===== src/rtl/cfg_mgmt_pkg.sv =====
// Shared widths, request record and FSM encoding for the cfg_mgmt arbiter slice.
package cfg_mgmt_pkg;

  localparam int CFG_ADDR_W = 10;
  localparam int CFG_FN_W   = 16;
  localparam int CFG_DATA_W = 32;
  localparam int CFG_BE_W   = 4;

  typedef struct packed {
    logic                  write;
    logic [CFG_ADDR_W-1:0] addr;
    logic [CFG_FN_W-1:0]   function_number;
    logic [CFG_DATA_W-1:0] write_data;
    logic [CFG_BE_W-1:0]   byte_enable;
  } cfg_mgmt_req_t;

  typedef enum logic [1:0] {
    IDLE   = 2'd0,
    ACCESS = 2'd1,
    RESP   = 2'd2
  } arb_state_t;

  // Read data returned to a requester whose access was aborted.
  localparam logic [CFG_DATA_W-1:0] CFG_TIMEOUT_RDATA = 32'hFFFF_FFFF;

endpackage


===== src/rtl/cfg_mgmt_arbiter_if.sv =====
// PCIe core cfg_mgmt port. master = arbiter side (drives the command), slave = core side.
// Handshake: the command (read or write plus fields) stays asserted and stable until the
// core pulses cfg_mgmt_read_write_done for one cycle; read data is valid in that cycle.
interface cfg_mgmt_arbiter_if;
  import cfg_mgmt_pkg::*;

  logic [CFG_ADDR_W-1:0] cfg_mgmt_addr;
  logic [CFG_FN_W-1:0]   cfg_mgmt_function_number;
  logic                  cfg_mgmt_write;
  logic [CFG_DATA_W-1:0] cfg_mgmt_write_data;
  logic [CFG_BE_W-1:0]   cfg_mgmt_byte_enable;
  logic                  cfg_mgmt_read;
  logic                  cfg_mgmt_debug_access;
  logic [CFG_DATA_W-1:0] cfg_mgmt_read_data;
  logic                  cfg_mgmt_read_write_done;

  modport master (
    output cfg_mgmt_addr, cfg_mgmt_function_number, cfg_mgmt_write, cfg_mgmt_write_data,
           cfg_mgmt_byte_enable, cfg_mgmt_read, cfg_mgmt_debug_access,
    input  cfg_mgmt_read_data, cfg_mgmt_read_write_done
  );

  modport slave (
    input  cfg_mgmt_addr, cfg_mgmt_function_number, cfg_mgmt_write, cfg_mgmt_write_data,
           cfg_mgmt_byte_enable, cfg_mgmt_read, cfg_mgmt_debug_access,
    output cfg_mgmt_read_data, cfg_mgmt_read_write_done
  );

endinterface


===== src/rtl/rr_arbiter_onehot.sv =====
// Combinational round-robin pick: first asserted request after index 'last', wrapping.
module rr_arbiter_onehot #(
  parameter int N = 2,
  localparam int IW = (N > 1) ? $clog2(N) : 1
) (
  input  logic [N-1:0]  req,
  input  logic [IW-1:0] last,
  output logic [N-1:0]  gnt,
  output logic [IW-1:0] idx
);

  logic found;
  int   j;

  always_comb begin
    gnt   = '0;
    idx   = '0;
    found = 1'b0;
    j     = 0;
    for (int i = 1; i <= N; i++) begin
      j = (int'(last) + i) % N;
      if (!found && req[j[IW-1:0]]) begin
        found            = 1'b1;
        gnt[j[IW-1:0]]   = 1'b1;
        idx              = IW'(j);
      end
    end
  end

endmodule


===== src/rtl/cfg_mgmt_arbiter.sv =====
// Shares the PCIe core cfg_mgmt port between NUM_REQ requesters, round-robin.
// Optional access timeout: define CFG_MGMT_ARB_TIMEOUT_EN.
module cfg_mgmt_arbiter
  import cfg_mgmt_pkg::*;
#(
  parameter int NUM_REQ        = 2,
  parameter int TIMEOUT_CYCLES = 1024
) (
  input  logic                           user_clk,
  input  logic                           user_reset,
  input  logic [NUM_REQ-1:0]             req_valid,
  input  logic [NUM_REQ-1:0]             req_write,
  input  logic [NUM_REQ*CFG_ADDR_W-1:0]  req_addr,
  input  logic [NUM_REQ*CFG_FN_W-1:0]    req_function_number,
  input  logic [NUM_REQ*CFG_DATA_W-1:0]  req_write_data,
  input  logic [NUM_REQ*CFG_BE_W-1:0]    req_byte_enable,
  output logic [NUM_REQ-1:0]             req_done,
  output logic [CFG_DATA_W-1:0]          req_read_data,
  output logic                           req_error,
  output logic [NUM_REQ-1:0]             grant,
  cfg_mgmt_arbiter_if.master             cfg,
  output arb_state_t                     state_dbg
);

  localparam int IW = $clog2(NUM_REQ);

  if (NUM_REQ < 2 || NUM_REQ > 8) begin : g_bad_num_req
    $error("cfg_mgmt_arbiter: NUM_REQ must be in 2..8");
  end
  if (TIMEOUT_CYCLES < 2) begin : g_bad_timeout
    $error("cfg_mgmt_arbiter: TIMEOUT_CYCLES must be at least 2");
  end

  arb_state_t           state_q, state_n;
  logic [IW-1:0]        rr_ptr_q, rr_ptr_n;
  logic [NUM_REQ-1:0]   grant_q, grant_n;
  logic                 act_q, act_n;
  cfg_mgmt_req_t        cmd_q, cmd_n;
  logic [NUM_REQ-1:0]   done_q, done_n;
  logic [CFG_DATA_W-1:0] rdata_q, rdata_n;
  logic                 err_q, err_n;

`ifdef CFG_MGMT_ARB_TIMEOUT_EN
  localparam int CNT_W = $clog2(TIMEOUT_CYCLES);
  logic [CNT_W-1:0]     cnt_q, cnt_n;
`endif

  logic [NUM_REQ-1:0]   win_gnt;
  logic [IW-1:0]        win_idx;
  cfg_mgmt_req_t        win_req;

  rr_arbiter_onehot #(.N(NUM_REQ)) u_rr (
    .req  (req_valid),
    .last (rr_ptr_q),
    .gnt  (win_gnt),
    .idx  (win_idx)
  );

  // Fields are taken from the winner only at grant time; later changes are ignored.
  always_comb begin
    win_req.write           = req_write[win_idx];
    win_req.addr            = req_addr[win_idx*CFG_ADDR_W +: CFG_ADDR_W];
    win_req.function_number = req_function_number[win_idx*CFG_FN_W +: CFG_FN_W];
    win_req.write_data      = req_write_data[win_idx*CFG_DATA_W +: CFG_DATA_W];
    win_req.byte_enable     = req_byte_enable[win_idx*CFG_BE_W +: CFG_BE_W];
  end

  always_comb begin
    state_n  = state_q;
    rr_ptr_n = rr_ptr_q;
    grant_n  = grant_q;
    act_n    = act_q;
    cmd_n    = cmd_q;
    done_n   = '0;
    rdata_n  = '0;
    err_n    = 1'b0;
`ifdef CFG_MGMT_ARB_TIMEOUT_EN
    cnt_n    = cnt_q;
`endif
    case (state_q)
      IDLE: begin
        if (|req_valid) begin
          grant_n  = win_gnt;
          rr_ptr_n = win_idx;
          cmd_n    = win_req;
          act_n    = 1'b1;
          state_n  = ACCESS;
`ifdef CFG_MGMT_ARB_TIMEOUT_EN
          cnt_n    = '0;
`endif
        end
      end
      ACCESS: begin
`ifdef CFG_MGMT_ARB_TIMEOUT_EN
        cnt_n = cnt_q + 1'b1;
`endif
        if (cfg.cfg_mgmt_read_write_done) begin
          act_n   = 1'b0;
          cmd_n   = '0;
          done_n  = grant_q;
          rdata_n = cmd_q.write ? '0 : cfg.cfg_mgmt_read_data;
          state_n = RESP;
        end
`ifdef CFG_MGMT_ARB_TIMEOUT_EN
        // A done in the expiry cycle takes the branch above and completes normally.
        else if (cnt_q == CNT_W'(TIMEOUT_CYCLES - 1)) begin
          act_n   = 1'b0;
          cmd_n   = '0;
          done_n  = grant_q;
          rdata_n = CFG_TIMEOUT_RDATA;
          err_n   = 1'b1;
          state_n = RESP;
        end
`endif
      end
      RESP: begin
        grant_n = '0;
        state_n = IDLE;
      end
      default: state_n = IDLE;
    endcase
  end

  always_ff @(posedge user_clk) begin
    if (user_reset) begin
      state_q  <= IDLE;
      rr_ptr_q <= IW'(NUM_REQ - 1);
      grant_q  <= '0;
      act_q    <= 1'b0;
      cmd_q    <= '0;
      done_q   <= '0;
      rdata_q  <= '0;
      err_q    <= 1'b0;
`ifdef CFG_MGMT_ARB_TIMEOUT_EN
      cnt_q    <= '0;
`endif
    end else begin
      state_q  <= state_n;
      rr_ptr_q <= rr_ptr_n;
      grant_q  <= grant_n;
      act_q    <= act_n;
      cmd_q    <= cmd_n;
      done_q   <= done_n;
      rdata_q  <= rdata_n;
      err_q    <= err_n;
`ifdef CFG_MGMT_ARB_TIMEOUT_EN
      cnt_q    <= cnt_n;
`endif
    end
  end

  assign req_done                     = done_q;
  assign req_read_data                = rdata_q;
`ifdef CFG_MGMT_ARB_TIMEOUT_EN
  assign req_error                    = err_q;
`else
  assign req_error                    = 1'b0;
`endif
  assign grant                        = grant_q;
  assign state_dbg                    = state_q;
  assign cfg.cfg_mgmt_addr            = cmd_q.addr;
  assign cfg.cfg_mgmt_function_number = cmd_q.function_number;
  assign cfg.cfg_mgmt_write_data      = cmd_q.write_data;
  assign cfg.cfg_mgmt_byte_enable     = cmd_q.byte_enable;
  assign cfg.cfg_mgmt_write           = act_q & cmd_q.write;
  assign cfg.cfg_mgmt_read            = act_q & ~cmd_q.write;
  assign cfg.cfg_mgmt_debug_access    = 1'b0;

endmodule


===== src/flat_wrapper.sv =====
// flat-port wrapper written by rule: the top's interface ports become plain ports
module cfg_mgmt_arbiter_flat import cfg_mgmt_pkg::*;
#(
  parameter int NUM_REQ        = 2,
  parameter int TIMEOUT_CYCLES = 1024
)
  (user_clk, user_reset, req_valid, req_write, req_addr, req_function_number, req_write_data, req_byte_enable, req_done, req_read_data, req_error, grant, state_dbg, cfg_cfg_mgmt_addr, cfg_cfg_mgmt_function_number, cfg_cfg_mgmt_write, cfg_cfg_mgmt_write_data, cfg_cfg_mgmt_byte_enable, cfg_cfg_mgmt_read, cfg_cfg_mgmt_debug_access, cfg_cfg_mgmt_read_data, cfg_cfg_mgmt_read_write_done);
  cfg_mgmt_arbiter_if cfg_i ();
  input  logic user_clk;
  input  logic user_reset;
  input  logic [NUM_REQ-1:0] req_valid;
  input  logic [NUM_REQ-1:0] req_write;
  input  logic [NUM_REQ*CFG_ADDR_W-1:0] req_addr;
  input  logic [NUM_REQ*CFG_FN_W-1:0] req_function_number;
  input  logic [NUM_REQ*CFG_DATA_W-1:0] req_write_data;
  input  logic [NUM_REQ*CFG_BE_W-1:0] req_byte_enable;
  output logic [NUM_REQ-1:0] req_done;
  output logic [CFG_DATA_W-1:0] req_read_data;
  output logic req_error;
  output logic [NUM_REQ-1:0] grant;
  output arb_state_t state_dbg;
  output wire logic [$bits(cfg_i.cfg_mgmt_addr)-1:0] cfg_cfg_mgmt_addr;
  output wire logic [$bits(cfg_i.cfg_mgmt_function_number)-1:0] cfg_cfg_mgmt_function_number;
  output wire logic [$bits(cfg_i.cfg_mgmt_write)-1:0] cfg_cfg_mgmt_write;
  output wire logic [$bits(cfg_i.cfg_mgmt_write_data)-1:0] cfg_cfg_mgmt_write_data;
  output wire logic [$bits(cfg_i.cfg_mgmt_byte_enable)-1:0] cfg_cfg_mgmt_byte_enable;
  output wire logic [$bits(cfg_i.cfg_mgmt_read)-1:0] cfg_cfg_mgmt_read;
  output wire logic [$bits(cfg_i.cfg_mgmt_debug_access)-1:0] cfg_cfg_mgmt_debug_access;
  input wire logic [$bits(cfg_i.cfg_mgmt_read_data)-1:0] cfg_cfg_mgmt_read_data;
  input wire logic [$bits(cfg_i.cfg_mgmt_read_write_done)-1:0] cfg_cfg_mgmt_read_write_done;
  assign cfg_cfg_mgmt_addr = cfg_i.cfg_mgmt_addr;
  assign cfg_cfg_mgmt_function_number = cfg_i.cfg_mgmt_function_number;
  assign cfg_cfg_mgmt_write = cfg_i.cfg_mgmt_write;
  assign cfg_cfg_mgmt_write_data = cfg_i.cfg_mgmt_write_data;
  assign cfg_cfg_mgmt_byte_enable = cfg_i.cfg_mgmt_byte_enable;
  assign cfg_cfg_mgmt_read = cfg_i.cfg_mgmt_read;
  assign cfg_cfg_mgmt_debug_access = cfg_i.cfg_mgmt_debug_access;
  assign cfg_i.cfg_mgmt_read_data = cfg_cfg_mgmt_read_data;
  assign cfg_i.cfg_mgmt_read_write_done = cfg_cfg_mgmt_read_write_done;
  cfg_mgmt_arbiter #(.NUM_REQ(NUM_REQ), .TIMEOUT_CYCLES(TIMEOUT_CYCLES)) u_core (.user_clk(user_clk), .user_reset(user_reset), .req_valid(req_valid), .req_write(req_write), .req_addr(req_addr), .req_function_number(req_function_number), .req_write_data(req_write_data), .req_byte_enable(req_byte_enable), .req_done(req_done), .req_read_data(req_read_data), .req_error(req_error), .grant(grant), .cfg(cfg_i), .state_dbg(state_dbg));
endmodule

===== config.mk =====
export PLATFORM = sky130hd
export DESIGN_NAME = cfg_mgmt_arbiter_flat
export DESIGN_NICKNAME = d
export VERILOG_FILES = /design/src/rtl/cfg_mgmt_pkg.sv /design/src/rtl/cfg_mgmt_arbiter_if.sv /design/src/rtl/rr_arbiter_onehot.sv /design/src/rtl/cfg_mgmt_arbiter.sv /design/src/flat_wrapper.sv
export SDC_FILE = /design/constraint.sdc
export NUM_CORES = 1
export LEC_CHECK = 0
export CAP_MARGIN = 20
export CORE_AREA = 2 2 114 144
export CTS_CLUSTER_DIAMETER = 80
export DETAILED_ROUTE_END_ITERATION = 10
export DIE_AREA = 0 0 116 146
export MAX_ROUTING_LAYER = met4
export PLACE_DENSITY = 0.73
export SLEW_MARGIN = 20
export SYNTH_ARGS = -nofsm -noshare
export SYNTH_HDL_FRONTEND = slang
export SYNTH_SLANG_ARGS = --single-unit

===== constraint.sdc =====
create_clock -name user_clk -period 1.65 [get_ports user_clk]
set_input_delay 0.33 -clock user_clk [delete_from_list [all_inputs] [get_ports user_clk]]
set_output_delay 0.33 -clock user_clk [all_outputs]
set_load 0.02 [all_outputs]

Yosys cells after proc, flatten, opt, wreduce, memory -nomap -nowiden
Cells that the tools add are included.

Flip-flop bits (word level): 103. Latch bits: 0. RAM bits: 0. ROM bits: 0. Input port bits: 163. Output and inout bits: 104. Word-level logic and storage cells: 73. Memories kept: 0.

Add/sub/neg operators: 2. Multiply operators: 1. Div/mod/pow operators: 0. Order comparisons: 5. Equal/unequal tests: 4. Shift operators: 4. Multiplexer cells: 26. Bitwise operators: 6. Reduce and logical (&&, ||, !) cells: 14.

Operators by type and width (count): $mux 63 (2); $pmux 63 s2 (1); $shiftx 64x7->32 (1); $shiftx 32x6->16 (1); $shiftx 20x6->10 (1); $mux 1 (13); $mux 2 (5); $pmux 2 s2 (2); $shiftx 8x4->4 (1); $lt 1x2->1 const B (3); $reduce_and 2->1 (3); $mul 1x3->4 const B (1); $reduce_bool 2->1 (2); $reduce_or 4->1 (1); $logic_and 1x1->1 (3); $not 1->1 (3); $reduce_and 3->1 (1); $reduce_or 3->1 (1); $add 1x1->1 const B (2); $and 1x1->1 (2); $demux 1 s1 (2); $eq 2x1->1 const B (1); $eq 2x2->1 const B (1); $ge 1x1->1 const B (2); other kinds (7) (7).

Longest topological paths before layout
Depth in word-level cells: 11. Depth in mapped cells: 6. Gate-level depth less buffers: 3.

Hierarchy
A second synthesis with hierarchy kept.

Cells, all modules: 403. Area total of the unflattened synthesis: 4473.0 um^2.

Modules (own cells, without submodules): cfg_mgmt_arbiter (times used 1, cells each 399, area each 4446.8 um^2, seq. area each 2062.0 um^2); rr_arbiter_onehot (times used 1, cells each 4, area each 26.3 um^2, seq. area each 0.0 um^2).

Worst setup path before layout
No wires, ideal clock.

Kind: flip-flop to flip-flop. From: register u_core.state_q[0] (netlist: u_core.state_dbg[0]). To: register u_core.cmd_q (netlist bit u_core.cfg.cfg_mgmt_function_number[15]). Setup time: 0.123 ns. Arrival: 1.436 ns. Data required time: 1.527 ns. Setup slack: 0.092 ns. Cell stages (with the launch flop): 7. Buffers on the path: 3. Period minus slack after synthesis: 1.558 ns. Cell sequence: dfxtp_1 -> buf_6 -> nor3b_2 -> and3b_1 -> buf_6 -> buf_6 -> a221o_2.

Cells in the longest elaborated chain, start to end: 3. Elaborated cells on any way between the ends: 7. Those cells by class: 3 x eq/ne; 1 x mux; 3 x reduce/logical.

Ends and longest elaborated chain: from (decl) (RTL line cfg_mgmt_arbiter.sv:34) `arb_state_t state_q, state_n;`; from (signal assigned) (RTL line cfg_mgmt_arbiter.sv:138) `state_q <= state_n;`; $eq 2x1->1 or $logic_not 2->1 (tied branches) (RTL line cfg_mgmt_arbiter.sv:80) `case (state_q)`; $ne 2x2->1 (no line) (tied with other cells); $reduce_and 3->1 (no line); to (signal assigned) (RTL line cfg_mgmt_arbiter.sv:142) `cmd_q <= cmd_n;`; to (decl) (RTL line cfg_mgmt_arbiter.sv:38) `cfg_mgmt_req_t cmd_q, cmd_n;`.

Several ways; a longest one is shown, not always the timed one. A chain may end at the register's enable or synchronous reset.

Worst setup path after layout
From: register u_core.cmd_q (netlist bit u_core.cfg.cfg_mgmt_write_data[6]). To: output port cfg_cfg_mgmt_write_data[6].

RTL lines: to (decl) (RTL line flat_wrapper.sv:25) `output wire logic [$bits(cfg_i.cfg_mgmt_write_data)-1:0] cfg_cfg_mgmt_write_data;`.

No word-level cell between the ends.

==> results.md <==
## STA
* Final setup viols: 0
* Pins Over Slew Limit: 0
* shortest period the worst path allows: 1.61 ns
* setup_tns: 0 ns
* fraction of the cycle the final worst path needs: 97.7%
* largest clock skew in the final design: 0.00908 ns
* upper clock frequency limit: 620 MHz
* unrepaired setup endpoints after global routing: no
* number of hold violations in the final report: 0
* worst hold slack across all endpoints: 0.486 ns

## Detailed routing
* number of optimization iterations in the first detailed-route pass: 4
* count of unresolved DRC violations after routing: 0
* mean number of vias per cell: 4.78
* number of nets with antenna violations after detailed routing: 0
* routed wire length: 13.7 mm
* DRC marker count from the first detailed-route iteration: 167
* total number of vias: 3873
* Routed WL per cell: 16.9 um

## Logic synthesis
* ranking of synthesized cells by instance count: dfxtp_1, buf_4, and4b_1, a221o_2, and2_1
* share of synthesized area spent on multiplexers: 0%
* Distinct cells, synth: 34
* adder and majority cell fraction of the synthesized area: 0%
* count leader, synth: dfxtp_1
* post-synthesis share of cell area spent on and, or, nand and nor gates: 22.3%
* share of the synthesized netlist area taken by xor and xnor gates: 0%
* number of enable flip-flop cells after synthesis: 0
* most instantiated flip-flop cell in the synthesis netlist: dfxtp_1
* synth warn: 0
* cell area after synthesis: 0.00460 sq mm
* Synth async-reset ratio: 0%
* top post-synthesis cells by area: dfxtp_1, buf_4, and4b_1
* combinational family with the most area after synthesis: simple AND/OR/NAND/NOR gates
* share of the synthesized area in compound gates (AO/OA/AOI/OAI): 16.1%
* average cell area after synthesis: 11.5 sq um
* leading area contributor after synthesis: dfxtp_1
* sequential cell area fraction in the yosys report: 44.8%
* number of register bits inferred by synthesis: 103
* post-synthesis cell count: 399
* share of the synthesized area in the top cell type: 44.8%

## Floorplan
* Chip Width: 116 um
* placement row count: 51
* number of I/O pins: 267
* Floorplan Core Area: 0.0154 sq mm
* overall die area: 0.0169 sq mm
* initial core utilization: 29.8%
* overall die height: 146 um

## Clock network
* clock slew seen by the registers of the worst setup and hold paths: 0.07 ns
* TritonCTS clock tree: yes
* level count of the clock H-tree: 3
* total of hold buffers inserted after clock tree synthesis: 0
* CTS max path bufs: 2
* clock sinks: 103
* TritonCTS buffer count: 9
* insertion delay of the later-clocked pin in the worst-skew pair: 0.34 ns
* CTS root buffer: clkbuf_16

## Min path
* hold path start: u_core.cfg.cfg_mgmt_function_number[15]
* Min-Delay Path Depth: 1
* Hold/Removal Path Class: flop to flop
* Hold Path Sink: u_core.cfg.cfg_mgmt_function_number[15]

## Critical path
* FF-to-FF End: u_core.cfg.cfg_mgmt_write_data[28]
* Critical Path Slowest Stage Cell: clkdlybuf4s50_1
* cell count of the worst reg-to-reg path: 5
* maximum fanout encountered on the critical timing path: 2
* worst path cell trace: clkdlybuf4s50_1
* start of the worst register-to-register path: u_core.state_dbg[0]
* cell family with the largest share of critical-path delay: buffers and inverters
* startpoint-to-endpoint class of the critical path: flop to output port
* Reg2Reg Setup Slack: 0.13 ns
* startpoint class of the critical path: flop
* required time reported for the critical path endpoint: 1.32 ns
* endpoint type of the worst setup path: output port
* data arrival at the endpoint of the critical path: 1.28 ns
* largest stage delay on the critical path: 0.61 ns
* buffer and inverter count on the worst path: 1

## Placement
* Placer Congestion: 0.756
* post-placement cell area: 0.00697 sq mm
* total instance count after detailed placement: 792
* input/output buffers: 264
* Detail Placement HPWL: 10.4 mm

## Pwr
* net switching power of the design: 1.65 mW
* share of total power in the clock network: 34.3%
* switching share of power: 26.1%
* Worst IR Drop VDD: 0.545 mV
* part of the total power dissipated in sequential elements: 43.5%
* combinational share of power: 22.1%
* leakage power: 3.66 nW
* Int Pwr: 4.67 mW
* Final Total Pwr: 6.32 mW
* Power per Cell Area: 855 mW/mm^2

## Run status
* result of the run: finished, final reports clean

## Final layout
* cell area after layout: 0.00739 sq mm
* total number of nets in the final design: 756
* number of inserted diodes: 0
* Area growth, synth to finish: 60.6%
* share of final-layout standard cells stronger than drive strength 1: 17.4%
* number of standard cells in the layout, taps in and fillers out: 810

## Global routing
* M1 GR Usage: 16.7%
* most used routing layer: met2
* maximum number of pins on one net before global-route repair: 37
* overflow left after global routing: 0
* global-route wire length before repair: 20.2 mm
* vias in the first global route: 3955
* global-route usage over all layers: 15.7%
* met3 Track Usage GR: 4.29%
* GRT met2 Usage: 27.3%
* antenna violations before repair: 0

## Flow run
* Max Cap Violations: 0

-- power by group through the flow --
stage               Clock, mW  Sequential (mW)  Combinational [mW]
floorplan                   0             2.81               0.786
global placement            0             2.81                1.42
detailed placement          0             2.81                1.44
CTS                      2.23             2.75                1.40
global route             2.35             2.77                1.49
finish                   2.17             2.75                1.40
-- routing by layer --
metal	part of all wire, %	vias to the layer above
met2	51	221
li1	-	1829
met5	0	-
met3	8.6	33
met1	38	1790
met4	2.8	0
-- metrics by stage --
stage,util [%],worst slack (ns)
after floorplan,-,0.0916
after global placement,45.2,-0.282
after detailed placement,45.2,-0.334
after CTS,46.9,0.000470
after global routing,47.9,0.00269
final,47.9,0.0380
-- state kept, by name, summed over array words and instances (netlist names) --
signal / count
u_core.cfg.cfg_mgmt_write_data: 32
u_core.req_read_data: 32
u_core.cfg.cfg_mgmt_function_number: 16
u_core.cfg.cfg_mgmt_addr: 10
u_core.cfg.cfg_mgmt_byte_enable: 4
u_core.grant: 2
u_core.req_done: 2
u_core.state_dbg: 2
u_core.act_q: 1
u_core.cmd_q: 1
u_core.rr_ptr_q: 1
-- area by class of cell --
type	count	area (sq um)
Clock buffer	9	225
Timing Repair Buffer	284	2980
Fill cell	1435	8050
Clock inverter	7	78.8
Inverter	2	7.51
Sequential cell	103	2060
Multi-Input combinational cell	193	1780
Tap cell	212	265
-- timing repair --
action,in CTS,in global routing
gates resized for setup,27,41
pin swaps,0,1
endpoints found under the setup margin,26,84
cloned,0,1
setup buffers,0,1
-- how the worst max path moves through the flow --
stage | start | endpoint | slack [ns] | cells after the start
finish | u_core.cfg.cfg_mgmt_write_data[6] | cfg_cfg_mgmt_write_data[6] | 0.04 | 1
detailed placement | req_valid[1] | u_core.cfg.cfg_mgmt_write_data[28] | -0.33 | 5
CTS | u_core.cfg.cfg_mgmt_addr[0] | cfg_cfg_mgmt_addr[0] | 0.0005 | 1
global placement | req_valid[1] | u_core.cfg.cfg_mgmt_function_number[2] | -0.28 | 5
global route | u_core.cfg.cfg_mgmt_write_data[6] | cfg_cfg_mgmt_write_data[6] | 0.003 | 1
floorplan | u_core.state_dbg[0] | u_core.cfg.cfg_mgmt_function_number[15] | 0.09 | 6
-- layout by cell type (no fill, tap or decap), types with 2 or more instances in the layout --
cell / Yosys / routed
a21oi_1: 3 / 3
a221o_1: 27 / 27
a221o_2: 36 / 36
and2_1: 35 / 35
and4b_1: 45 / 45
and4b_2: 18 / 18
buf_12: 0 / 8
buf_4: 65 / 11
clkbuf_16: 0 / 10
clkdlybuf4s50_1: 0 / 196
clkinvlp_4: 0 / 2
conb_1: 1 / 2
dfxtp_1: 103 / 102
dlygate4sd2_1: 0 / 26
dlymetal6s2s_1: 0 / 41
inv_1: 2 / 2
inv_6: 0 / 2
nand2_1: 5 / 5
nand2b_2: 1 / 2
nor2_1: 4 / 4
-- kinds of logic after synthesis --
group / count (synthesis)
AOI/OAI and AO/OA: 71
buffers and inverters: 104
DFF: 103
other: 1
and+or+nand+nor: 120
Power figures use the tool's default switching activity.
